`config.mk`:
```
export PLATFORM = sky130hd
export DESIGN_NAME = regbank_mp
export DESIGN_NICKNAME = d
export VERILOG_FILES = /design/src/rtl/regbank_pkg.sv /design/src/rtl/regbank_scoreboard.sv /design/src/rtl/regbank_mp.sv
export SDC_FILE = /design/constraint.sdc
export NUM_CORES = 2
export LEC_CHECK = 0
export CELL_PAD_IN_SITES_DETAIL_PLACEMENT = 0
export CELL_PAD_IN_SITES_GLOBAL_PLACEMENT = 1
export CORE_MARGIN = 10
export CORE_UTILIZATION = 36
export DETAILED_ROUTE_END_ITERATION = 10
export GPL_TIMING_DRIVEN = 0
export PLACE_DENSITY_LB_ADDON = 0.1
export SYNTH_ARGS = -nofsm -noshare
export SYNTH_HDL_FRONTEND = slang
export SYNTH_SLANG_ARGS = --single-unit
export TNS_END_PERCENT = 1
```
`constraint.sdc`:
```
create_clock -name clk -period 45.4 [get_ports clk]
set_clock_uncertainty 0.1 [all_clocks]
set_input_delay 9.08 -clock clk [delete_from_list [all_inputs] [get_ports clk]]
set_output_delay 9.08 -clock clk [all_outputs]
set_load 0.05 [all_outputs]
```
`src/rtl/regbank_pkg.sv`:
```
// Shared definitions for the multi-port register bank: clear FSM states,
// default geometry and packed-port slicing helper.
package regbank_pkg;

  localparam int DEF_XLEN  = 32;
  localparam int DEF_NREGS = 32;

  typedef enum logic [1:0] {
    IDLE  = 2'd0,
    CLEAR = 2'd1,
    DONE  = 2'd2
  } clr_state_e;

  // LSB position of port `port` inside a packed bus of `width`-bit fields.
  function automatic int port_lsb(input int port, input int width);
    return port * width;
  endfunction

endpackage

```
`src/rtl/regbank_scoreboard.sv`:
```
// Pending-write scoreboard: one bit per architectural register, set by issue
// marks, cleared by writeback or by the bulk-clear engine.
module regbank_scoreboard
  import regbank_pkg::*;
#(
  parameter  int NREGS = DEF_NREGS,
  localparam int AW    = $clog2(NREGS)
) (
  input  logic             clk,
  input  logic             rst,
  input  logic             i_clr_en,
  input  logic [AW-1:0]    i_clr_idx,
  input  logic             i_we0,
  input  logic [AW-1:0]    i_wa0,
  input  logic             i_we1,
  input  logic [AW-1:0]    i_wa1,
  input  logic             i_mark,
  input  logic [AW-1:0]    i_mark_addr,
  output logic [NREGS-1:0] o_pending
);

  logic [NREGS-1:0] r_pending;
  logic [NREGS-1:0] w_pending_nxt;

  // NOTE: every always_comb output gets a default first so no path leaves it
  // unassigned and no latch is inferred.
  always_comb begin
    w_pending_nxt = r_pending;
    if (i_clr_en) begin
      w_pending_nxt[i_clr_idx] = 1'b0;
    end else begin
      if (i_we0) w_pending_nxt[i_wa0] = 1'b0;
      if (i_we1) w_pending_nxt[i_wa1] = 1'b0;
      // Applied after the clears: a new producer supersedes a retiring one.
      if (i_mark) w_pending_nxt[i_mark_addr] = 1'b1;
    end
    w_pending_nxt[0] = 1'b0;
  end

  always_ff @(posedge clk or posedge rst) begin
    if (rst) begin
      r_pending <= '0;
    end else begin
      r_pending <= w_pending_nxt;
    end
  end

  assign o_pending = r_pending;

endmodule

```
`src/rtl/regbank_mp.sv`:
```
// Parametrised register bank: two write ports, NUM_RD bypassed read ports,
// pending-write scoreboard and a sequential bulk-clear engine.
module regbank_mp
  import regbank_pkg::*;
#(
  parameter  int XLEN   = DEF_XLEN,
  parameter  int NREGS  = DEF_NREGS,
  parameter  int NUM_RD = 2,
  localparam int AW     = $clog2(NREGS)
) (
  input  logic                   clk,
  input  logic                   rst,
  input  logic [NUM_RD*AW-1:0]   rs_addr_i,
  output logic [NUM_RD*XLEN-1:0] rs_data_o,
  output logic [NUM_RD-1:0]      rs_pending_o,
  input  logic                   we0_i,
  input  logic [AW-1:0]          wa0_i,
  input  logic [XLEN-1:0]        wd0_i,
  input  logic                   we1_i,
  input  logic [AW-1:0]          wa1_i,
  input  logic [XLEN-1:0]        wd1_i,
  input  logic                   mark_i,
  input  logic [AW-1:0]          mark_addr_i,
  input  logic                   clear_req_i,
  output logic                   busy_o,
  output logic                   done_o
);

  localparam logic [AW-1:0] LAST_IDX = AW'(NREGS - 1);

  clr_state_e       r_state;
  clr_state_e       w_state_nxt;
  logic [AW-1:0]    r_idx;
  logic [XLEN-1:0]  r_regs [NREGS];
  logic [NREGS-1:0] w_pending;
  logic             w_clearing;
  logic             w_wr0;
  logic             w_wr1;
  logic             w_mark;

  assign w_clearing = (r_state == CLEAR);
  assign w_wr0      = we0_i && !w_clearing && (wa0_i != '0);
  assign w_wr1      = we1_i && !w_clearing && (wa1_i != '0);
  assign w_mark     = mark_i && !w_clearing && (mark_addr_i != '0);

  always_ff @(posedge clk or posedge rst) begin
    if (rst) begin
      r_state <= IDLE;
    end else begin
      r_state <= w_state_nxt;
    end
  end

  always_comb begin
    w_state_nxt = r_state;
    busy_o      = 1'b0;
    done_o      = 1'b0;
    unique case (r_state)
      IDLE: begin
        if (clear_req_i) w_state_nxt = CLEAR;
      end
      CLEAR: begin
        busy_o = 1'b1;
        if (r_idx == LAST_IDX) w_state_nxt = DONE;
      end
      DONE: begin
        done_o      = 1'b1;
        w_state_nxt = IDLE;
      end
      default: w_state_nxt = IDLE;
    endcase
  end

  always_ff @(posedge clk or posedge rst) begin
    if (rst) begin
      r_idx <= '0;
    end else if (r_state == IDLE && clear_req_i) begin
      r_idx <= AW'(1);
    end else if (w_clearing && r_idx != LAST_IDX) begin
      r_idx <= r_idx + AW'(1);
    end
  end

  // NOTE: the array is built from flops, not a RAM macro, so it can take the
  // asynchronous reset; context reset relies on every register reading zero.
  always_ff @(posedge clk or posedge rst) begin
    if (rst) begin
      for (int i = 0; i < NREGS; i++) r_regs[i] <= '0;
    end else if (w_clearing) begin
      r_regs[r_idx] <= '0;
    end else begin
      // NOTE: non-blocking assignments to the same element resolve to the
      // last one executed, so port 0 is written second to win a collision.
      if (w_wr1) r_regs[wa1_i] <= wd1_i;
      if (w_wr0) r_regs[wa0_i] <= wd0_i;
    end
  end

  regbank_scoreboard #(
    .NREGS (NREGS)
  ) u_scoreboard (
    .clk         (clk),
    .rst         (rst),
    .i_clr_en    (w_clearing),
    .i_clr_idx   (r_idx),
    .i_we0       (w_wr0),
    .i_wa0       (wa0_i),
    .i_we1       (w_wr1),
    .i_wa1       (wa1_i),
    .i_mark      (w_mark),
    .i_mark_addr (mark_addr_i),
    .o_pending   (w_pending)
  );

  for (genvar k = 0; k < NUM_RD; k++) begin : g_rd
    logic [AW-1:0]   w_addr;
    logic            w_hit0;
    logic            w_hit1;
    logic [XLEN-1:0] w_data;
    logic            w_pend;

    assign w_addr = rs_addr_i[port_lsb(k, AW) +: AW];
    assign w_hit0 = we0_i && (wa0_i == w_addr);
    assign w_hit1 = we1_i && (wa1_i == w_addr);

    // While clearing, reads see raw array contents with no bypass or hazard.
    always_comb begin
      w_data = r_regs[w_addr];
      w_pend = 1'b0;
      if (w_addr == '0) begin
        w_data = '0;
      end else if (!w_clearing) begin
        if (w_hit0) begin
          w_data = wd0_i;
        end else if (w_hit1) begin
          w_data = wd1_i;
        end
        w_pend = w_pending[w_addr] && !(w_hit0 || w_hit1);
      end
    end

    assign rs_data_o[port_lsb(k, XLEN) +: XLEN] = w_data;
    assign rs_pending_o[k]                      = w_pend;
  end

endmodule

```
==> out/results.txt <==
CP endpoint kind -> output port
Grt total ovfl -> 0
Depth of the worst register-to-register path -> 8
Post-route clock period utilization -> 53.9%
Core Area -> 0.215 mm²
Resized Gates After CTS -> 0
RSZ-0062 raised after global routing -> false
Critical path data arrival time -> 15280 ps
Setup violators final -> 0
Sw frac -> 47.4%
Area growth from synthesis to layout -> 13.5%
Crit path max fanout -> 10
EDFF count, synth -> 0
Syn Inst Count -> 7764
Num CTS Buffers -> 146
Top cells by count, synth -> dfrtp_1 (1062), o21ai_0 (889), nand2_1 (866)
Hold Path Cell Cnt -> 2
Hold path startpoint -> r_regs[197]
DP HPWL -> 448 mm
DP Area -> 0.0835 mm²
Int Power -> 2.58 mW
Worst setup SP type -> primary input
Max-Cap Viols -> 27
Final Hold Vio Count -> 0
Clock share of power -> 24.4%
Fill cells -> 21232
Post-synthesis async set-or-reset flop share -> 100%
H-Tree Depth -> 4
HP Class -> flip-flop to flip-flop
Synth top area share -> 34.1%
Worst-skew pair later-pin latency -> 850 ps
Setup bufs post-CTS -> 0
Most common cell in the netlist -> dfrtp_1
Routability Congestion -> 1.08
Failing checks -> capacitance limit, slew limit
Reg2Reg Launch Point -> r_state[1]
Final wirelength -> 566 mm
Avg WL per Cell -> 51.1 µm
Setup tns final -> 0 ps
Flop pwr share -> 31.3%
Post-Syn Area -> 0.0779 mm²
CTS root buffer -> clkbuf_16
Gate power share -> 44.3%
Crit Path Class -> primary input to output port
Worst-Margin Slew -> 1690 ps
Vias per Instance -> 7.27
Via count -> 80510
Outcome -> complete, but fails checks
Tot GR Track Use -> 46.0%
Maximum vdd drop -> 0.0378 mV
Cts hold-fix bufs -> 0
Die X -> 485 µm
DRT iter0 DRCs -> 14104
Clock sink count -> 1062
Avg Cell Area, Syn -> 10.0 µm²
Final Cell Area -> 0.0884 mm²
Max Slew Vio Count -> 241
Slew margin rel. -> -12.7%
Initial antenna violation count -> 37
Synth Net Count -> 7864
Fin util -> 41.1%
Final worst path period need -> 24460 ps
CTS tree -> built
DR pass1 iterations -> 9
Critical path startpoint -> rs_addr_i[3]
Largest area contributor in the netlist -> dfrtp_1
Initial core utilization -> 36.3%
Die Y -> 485 µm
Yosys reg bits -> 1062
Yosys Warn Count -> 0
Synth cell types -> 64
F_max -> 40.9 MHz
Die area -> 0.235 mm²
Clock transition at path regs -> 60 ps
FP Rows -> 170
R2r setup slk -> 40700 ps
I/O Pins -> 163
Critical Path RT -> 36220 ps
Primary FF master, synth -> dfrtp_1
Dominant cells by area after synthesis -> dfrtp_1 (34%), mux4_2 (13%), mux2i_1 (10%), mux2_2 (7.5%), o21ai_0 (5.7%)
CTS Buffer Depth -> 3
Number of global-route vias before repair -> 72545
DRC viols -> 0
Input/output buffers -> 121
Routed Antenna Nets -> 0
NumNets Final -> 8181
Largest net degree at the start of global routing -> 111
Power Density -> 55.5 mW/mm²
Layout cells sized above 1 -> 22.3%
Leakage -> 39.5 nW
First-pass GRT wire length -> 728 mm
Total power -> 4.91 mW
Switching power total -> 2.33 mW
Register area share after synthesis -> 34.1%
[stage by stage]
step           hold slack [ps]  instances  worst slack, ps
2_1_floorplan              375       7764             6330
3_3_place_gp               390      10723           -13230
3_5_place_dp               407      10766            21320
4_1_cts                    421      11032            21310
5_1_grt                    448      11041            21470
6_report                   425      11076            20940
[power by group through the flow]
stage	clock, mW	combinational, mW	sequential (mW)
after floorplan	0	1.18	1.39
after detailed placement	0	2.05	1.53
after CTS	1.19	2.06	1.51
final	1.20	2.17	1.53
after global routing	1.23	2.20	1.55
after global placement	0	1.99	1.52
[worst max-delay path, stage by stage]
cell and delay (ps):
clkdlybuf4s50_1 530, buf_2 580, nand2_1 870, clkbuf_1 850, a2111oi_2 1020, nor4_1 130, a211oi_1 1130, clkdlybuf4s50_1 1010
[state kept, by name, indices dropped and copies added, names as in the netlist]
| signal | count |
|---|---|
| r_idx | 5 |
| r_regs | 1024 |
| r_state | 2 |
| u_scoreboard.o_pending | 31 |
[layout make-up]
class | instances | area (µm²) | share of cell area [%]
Tap cell | 2838 | 3550 | 4.02
Clock buffer | 230 | 4310 | 4.88
Sequential cell | 1062 | 26600 | 30.1
Multi-Input combinational cell | 5704 | 46800 | 53.0
Antenna cell | 39 | 97.6 | 0.110
Inverter | 25 | 101 | 0.115
Buffer | 973 | 4620 | 5.22
Timing Repair Buffer | 169 | 1910 | 2.16
Clock inverter | 36 | 403 | 0.456
[path summary, 6_finish.rpt]
kind | end
max | rs_data_o[17]
min | r_regs[197]
max reg2reg | r_regs[758]
min reg2reg | r_regs[197]
max in group asynchronous | r_regs[250]
min in group asynchronous | r_regs[806]
[metal layers]
metal | track usage (%) | vias up | wire length, µm
li1 | - | 30159 | -
met1 | 60.0 | 41880 | 219000
met2 | 61.2 | 6968 | 219000
met3 | 16.3 | 1493 | 73700
met4 | 35.6 | 10 | 54700
met5 | 0 | - | 67
[placed cells by master (no fill, tap or decap), drive strengths merged, types with 30 or more instances in the layout]
master | netlist | layout
a2111oi | 46 | 46
o31ai | 89 | 89
o22ai | 86 | 86
diode | 0 | 39
mux2i | 811 | 811
a221oi | 337 | 337
and2 | 30 | 30
a211oi | 36 | 36
inv | 25 | 30
nor2b | 54 | 54
nor2 | 415 | 415
nor4 | 32 | 32
buf | 465 | 508
mux2 | 516 | 516
clkbuf | 508 | 742
nand2 | 867 | 867
a22o | 298 | 298
mux4 | 464 | 464
a21oi | 189 | 189
a31oi | 40 | 40
o21ai | 1041 | 1041
nand4 | 45 | 45
dfrtp | 1062 | 1062
clkdlybuf4s50 | 0 | 121
nand3 | 30 | 30
nor3 | 95 | 95
[kinds of logic (layout without fill, tap and decap cells)]
family	after synthesis	count (layout)	share of synthesized area (%)
AO/OA/AOI/OAI	2231	2231	18.7
XOR/XNOR	20	20	0.225
adder cells (fa/ha/maj)	5	5	0.0803
buffers and inverters	998	1433	6.02
flip-flops	1062	1062	34.1
multiplexers	1791	1791	31.3
other	0	39	0
AND/OR/NAND/NOR	1657	1657	9.55
No activity file was read; power rests on OpenSTA's default activity.
